**config.mk**
```make
export PLATFORM = sky130hd
export DESIGN_NAME = pdt_weight_ctrl
export DESIGN_NICKNAME = d
export VERILOG_FILES = /design/src/rtl/pdt_ctrl_pkg.sv /design/src/rtl/pdt_ctrl_cnt.sv /design/src/rtl/pdt_weight_ctrl.sv
export SDC_FILE = /design/constraint.sdc
export NUM_CORES = 1
export LEC_CHECK = 0
export BUFFER_PORTS_ARGS = -buffer_cell sky130_fd_sc_hd__buf_2
export CORE_MARGIN = 1
export CORE_UTILIZATION = 56
export CTS_CLUSTER_SIZE = 12
export DETAILED_ROUTE_END_ITERATION = 16
export GPL_ROUTABILITY_DRIVEN = 0
export PLACE_DENSITY = 0.82
export SETUP_SLACK_MARGIN = 0.3
export SYNTH_ARGS = -nofsm -noshare
export SYNTH_HDL_FRONTEND = slang
export SYNTH_SLANG_ARGS = --single-unit
```
**constraint.sdc**
```tcl
create_clock -name clk -period 2.32 [get_ports clk]
set_input_delay 0.58 -clock clk [delete_from_list [all_inputs] [get_ports clk]]
set_output_delay 0.58 -clock clk [all_outputs]
set_load 0.03 [all_outputs]
```
**src/rtl/pdt_ctrl_pkg.sv**
```systemverilog
// Shared types and encodings for the weight-prediction sequencer.
package pdt_ctrl_pkg;

  typedef enum logic [2:0] {
    StIdle,
    StRd,
    StRdWait,
    StIssue,
    StGap,
    StWb
  } state_e;

  localparam logic [2:0] VEC_HOLD = 3'b001;
  localparam logic [2:0] VEC_ADD  = 3'b010;
  localparam logic [2:0] VEC_SUB  = 3'b100;

  // Comparator index to one-hot update select; the illegal index 3 falls back to hold.
  function automatic logic [2:0] sel_to_vec(input logic [1:0] idx);
    logic [2:0] vec;
    case (idx)
      2'd1:    vec = VEC_ADD;
      2'd2:    vec = VEC_SUB;
      default: vec = VEC_HOLD;
    endcase
    return vec;
  endfunction

  function automatic logic sel_illegal(input logic [1:0] idx);
    return idx == 2'd3;
  endfunction

endpackage

```
**src/rtl/pdt_ctrl_cnt.sv**
```systemverilog
// Sample and band counters for the weight sequencer, with terminal-count flags.
module pdt_ctrl_cnt #(
  parameter int unsigned BAND_LEN  = 1024,
  parameter int unsigned NUM_BANDS = 16,
  parameter int unsigned BAND_AW   = 4,
  parameter int unsigned CNT_W     = 10
) (
  input  logic               clk,
  input  logic               rst,
  input  logic               smp_inc_i,
  input  logic               smp_clr_i,
  input  logic               band_inc_i,
  input  logic               band_clr_i,
  output logic               smp_last_o,
  output logic [BAND_AW-1:0] band_o,
  output logic               band_last_o
);

  logic [CNT_W-1:0]   smp_q;
  logic [BAND_AW-1:0] band_q;

  always_ff @(posedge clk) begin
    if (rst) begin
      smp_q  <= '0;
      band_q <= '0;
    end else begin
      if (smp_clr_i) begin
        smp_q <= '0;
      end else if (smp_inc_i) begin
        smp_q <= smp_q + CNT_W'(1);
      end
      if (band_clr_i) begin
        band_q <= '0;
      end else if (band_inc_i) begin
        band_q <= band_q + BAND_AW'(1);
      end
    end
  end

  assign smp_last_o  = (smp_q == CNT_W'(BAND_LEN - 1));
  assign band_o      = band_q;
  assign band_last_o = (band_q == BAND_AW'(NUM_BANDS - 1));

endmodule

```
**src/rtl/pdt_weight_ctrl.sv**
```systemverilog
// Weight-prediction sequencer: per band restores the weight from RAM, issues samples
// one per two cycles, steers the update select, and writes the final weight back.
module pdt_weight_ctrl
  import pdt_ctrl_pkg::*;
#(
  parameter int unsigned BAND_LEN  = 1024,
  parameter int unsigned NUM_BANDS = 16,
  parameter int unsigned BAND_AW   = 4,
  parameter int unsigned CNT_W     = 10,
  parameter int unsigned RD_LAT    = 1
) (
  input  logic               clk,
  input  logic               rst,
  input  logic               start_i,
  input  logic               smp_valid_i,
  output logic               smp_ready_o,
  input  logic               sel_valid_i,
  input  logic [1:0]         sel_idx_i,
  output logic               dn_en_o,
  output logic               recover_en_o,
  output logic [2:0]         vec_num_o,
  input  logic               crt_en_i,
  output logic               wram_rd_en_o,
  output logic [BAND_AW-1:0] wram_rd_addr_o,
  output logic               wram_wr_en_o,
  output logic [BAND_AW-1:0] wram_wr_addr_o,
  output logic               busy_o,
  output logic               done_o,
  output logic               err_o
);

  localparam int unsigned LAT_W = (RD_LAT > 1) ? $clog2(RD_LAT) : 1;

  state_e             state_q;
  logic               first_q;
  logic               last_q;
  logic [LAT_W-1:0]   lat_q;
  logic [2:0]         vec_num_q;
  logic               rd_en_q;
  logic               busy_q;
  logic               done_q;
  logic               err_q;

  logic               in_issue;
  logic               in_wb;
  logic               accept;
  logic               smp_last;
  logic               band_last;
  logic [BAND_AW-1:0] band;

  assign in_issue = (state_q == StIssue);
  assign in_wb    = (state_q == StWb);

  // The comparator result gates readiness so a sample never enters without its select.
  assign smp_ready_o  = in_issue & sel_valid_i;
  assign accept       = smp_ready_o & smp_valid_i;
  assign dn_en_o      = accept;
  assign recover_en_o = in_issue & first_q;

  assign wram_rd_en_o   = rd_en_q;
  assign wram_rd_addr_o = band;
  assign wram_wr_en_o   = in_wb & crt_en_i;
  assign wram_wr_addr_o = band;

  assign vec_num_o = vec_num_q;
  assign busy_o    = busy_q;
  assign done_o    = done_q;
  assign err_o     = err_q;

  pdt_ctrl_cnt #(
    .BAND_LEN  (BAND_LEN),
    .NUM_BANDS (NUM_BANDS),
    .BAND_AW   (BAND_AW),
    .CNT_W     (CNT_W)
  ) u_cnt (
    .clk         (clk),
    .rst         (rst),
    .smp_inc_i   (accept),
    .smp_clr_i   (in_wb),
    .band_inc_i  (in_wb & ~band_last),
    .band_clr_i  (in_wb & band_last),
    .smp_last_o  (smp_last),
    .band_o      (band),
    .band_last_o (band_last)
  );

  always_ff @(posedge clk) begin
    if (rst) begin
      state_q   <= StIdle;
      first_q   <= 1'b0;
      last_q    <= 1'b0;
      lat_q     <= '0;
      vec_num_q <= VEC_HOLD;
      rd_en_q   <= 1'b0;
      busy_q    <= 1'b0;
      done_q    <= 1'b0;
      err_q     <= 1'b0;
    end else begin
      rd_en_q <= 1'b0;
      done_q  <= 1'b0;
      unique case (state_q)
        StIdle: begin
          if (start_i) begin
            state_q <= StRd;
            busy_q  <= 1'b1;
            rd_en_q <= 1'b1;
          end
        end
        StRd: begin
          first_q <= 1'b1;
          lat_q   <= LAT_W'(RD_LAT - 1);
          state_q <= StRdWait;
        end
        StRdWait: begin
          if (lat_q == '0) begin
            state_q <= StIssue;
          end else begin
            lat_q <= lat_q - LAT_W'(1);
          end
        end
        StIssue: begin
          if (accept) begin
            vec_num_q <= sel_to_vec(sel_idx_i);
            if (sel_illegal(sel_idx_i)) begin
              err_q <= 1'b1;
            end
            first_q <= 1'b0;
            last_q  <= smp_last;
            state_q <= StGap;
          end
        end
        // Datapath consumes vec_num_o here; no accept keeps the weight update hazard-free.
        StGap: begin
          state_q <= last_q ? StWb : StIssue;
        end
        StWb: begin
          last_q <= 1'b0;
          if (!crt_en_i) begin
            err_q <= 1'b1;
          end
          if (band_last) begin
            state_q <= StIdle;
            busy_q  <= 1'b0;
            done_q  <= 1'b1;
          end else begin
            state_q <= StRd;
            rd_en_q <= 1'b1;
          end
        end
        default: state_q <= StIdle;
      endcase
    end
  end

endmodule
```
==> impl_metrics.py <==
metrics = {
    "place": {
        "dpl_worst_slack_ns": 0.455,
        "dp_hpwl_um": 1880,
        "portBuffers": 26,
    },
    "detailed_routing": {
        "wl_um": 2640,
        "drtPass1Iterations": 4,
        "viasPerCell": 5.66,
        "vias": 1143,
        "wl_per_cell_um": 13.1,
        "drc_errors": 0,
        "drtIter0Drc": 24,
        "final_antenna_net_count": 0,
    },
    "timing": {
        "period_minus_slack_ns": 1.96,
        "hold_viol": 0,
        "fin_setup_tns_ns": 0,
        "finalWorstSetupSlack_ns": 0.358,
        "fin_crit_sh": 0.846,
        "finalSetupViolCount": 0,
        "rsz0062_at_grt": "false",
        "clock.fmax_mhz": 510,
        "slew_headroom": 0.714,
        "tightestPinTransition_ns": 0.424,
        "whs_ns": 0.468,
        "slew_violations": 0,
        "finalClockSkew_ns": 0.00324,
    },
    "clock_network": {
        "clock-sinks": 26,
        "clk_pin_slew_ns": 0.14,
        "ctsLongestPathBuffers": 2,
        "h-tree-depth": 1,
        "cts_root_buf": "clkbuf_4",
        "clock_latency_ns": 0.33,
        "tritoncts": "yes",
        "numCtsBuffers": 3,
    },
    "worst_setup_path": {
        "worstPathCellList": "and3b_2 -> and2_1 -> buf_2",
        "crit_path_start_kind": "flop",
        "critPathMaxFanout": 14,
        "worstPathRequired_ns": 1.74,
        "cp.arrival_ns": 1.38,
        "max_stage_delay_ns": 0.42,
        "endpoint_kind": "primary output",
        "critPathSlowestCell": "dfxtp_4",
        "critPathKind": "flop to primary output",
    },
    "global_routing": {
        "antenna_found_initial": 0,
        "grt_pass1_vias": 1043,
        "grt_usage": 0.224,
        "grt_pass1_wl_um": 4320,
        "gr-total-overflow": 0,
        "grt_max_degree": 15,
    },
    "pwr": {
        "ir_worst_vdd_v": 0.000341,
        "leakagePower_nw": 0.663,
        "p_per_area_nw_per_um2": 543,
    },
    "floorplanning": {
        "core_area_um2": 2040,
        "ios": 27,
        "initial_core_util": 0.622,
        "dieWidth_um": 49.6,
        "die_h_um": 49.6,
        "fp.dieArea_um2": 2460,
        "rows": 16,
    },
    "logic_synthesis": {
        "syn_area_per_cell_um2": 8.47,
        "ys_ff_latch": 26,
        "synth_cell_types": 38,
        "synthCells": 150,
        "synthTopCellsByCount": "dfxtp_1, nand2_1, nor2_1",
        "netlist_area_um2": 1270,
        "synthFlopType": "dfxtp_1",
        "syn-num-nets": 163,
        "yosys.area.top_type": "dfxtp_1",
        "synth_edf_count": 0,
        "synth-seq-area-share": 0.410,
        "synth_top_area_frac": 0.410,
        "synth.area.top_cells": "dfxtp_1, nand2_1, ha_1",
        "synth.most_common_cell": "dfxtp_1",
        "yosysWarnings": 0,
        "synthArstFlopShare": 0,
    },
    "hold_path": {
        "hold_path_class": "flop to flop",
    },
    "final_layout": {
        "area_growth_pct": 15.2,
        "multi_input_area_um2": 674,
        "diodes": 0,
        "nFillCells": 192,
        "seqCellArea_um2": 532,
        "final_core_util": 0.716,
        "final_layout_size_suffix_gt1_frac": 0.257,
        "fin_nets": 189,
    },
    "run": {
        "maxCapViolCount": 0,
    },
    "run_status": {
        "outcome": "completed",
    },
}
stage by stage:
step           cells  power, mW  cell area [µm²]
2_1_floorplan    150      0.541             1270
3_3_place_gp     195      0.560             1390
3_5_place_dp     195      0.565             1390
4_1_cts          199      0.789             1440
5_1_grt          202      0.817             1460
6_report         202      0.795             1460
what timing repair did:
action	in CTS	in global routing
setup buffers	0	3
setup endpoints to repair	4	4
resized for setup	6	1
hold buffers	0	0
endpoints found under the hold margin	0	0
per-layer routing:
metal | track usage | share of wire
met2 | 0.396 | 0.50
met5 | 0 | 0
met4 | 0.100 | 0.017
met3 | 0.0185 | 0.031
met1 | 0.272 | 0.45
layout by cell type, fill, tap and decap left out, types with 2 or more instances in the layout:
cell type / n
and3_1: 3
ha_1: 5
nand2_1: 21
nor2_1: 14
inv_1: 4
a21oi_1: 10
dfxtp_4: 3
nand4_1: 3
nand3_1: 8
buf_4: 5
clkbuf_4: 3
xor2_1: 4
o21ai_0: 5
a22oi_1: 2
buf_2: 26
dfxtp_1: 23
nor3_1: 7
or3_1: 2
nor3b_1: 3
xnor2_1: 4
registers in the layout (all words and copies together), names as in the netlist:
register and count:
u_cnt.smp_q 10, first_q 1, u_cnt.band_o 4, done_o 1, wram_rd_en_o 1, state_q 3
vec_num_o 3, last_q 1, busy_o 1, err_o 1
cell type report:
type | count | area share
clock buffer | 4 | 0.0248
inverter | 5 | 0.0128
multi-input combinational | 109 | 0.461
sequential | 26 | 0.364
tap | 27 | 0.0231
timing repair buffer | 31 | 0.115
cell families (layout without fill, tap and decap cells):
kind of cell    count (synthesis)  after routing  share of synthesized area
flops                          26             26                      0.410
mux                             1              1                    0.00788
buf+inv                        15             40                     0.0601
simple gates                   74             74                      0.322
compound gates                 21             21                     0.0956
xor+xnor                        8              8                     0.0552
fa+ha+maj                       5              5                     0.0493
worst paths after layout:
kind	from	to	slack [ns]	cells after the start
worst max-delay path	state_q[1]	wram_wr_en_o	0.36	3
worst min-delay path	vec_num_o[2]	vec_num_o[2]	0.47	2
worst max register to register	state_q[2]	last_q	0.86	5
worst min register to register	vec_num_o[2]	vec_num_o[2]	0.47	2
power by group:
part | switching (mW) | leakage, nW | total, mW | internal, mW
registers | 0.0172 | 0.213 | 0.475 | 0.458
logic | 0.0512 | 0.429 | 0.0880 | 0.0368
clock network | 0.136 | 0.0210 | 0.232 | 0.0961
total | 0.204 | 0.663 | 0.795 | 0.591
worst max-delay path: cells and delay by family (launching register included):
| kind | cells | cell delay, ns |
|---|---|---|
| DFF | 1 | 0.42 |
| buffers and inverters | 1 | 0.19 |
| and+or+nand+nor | 2 | 0.46 |
(Power assumes the default switching activity.)
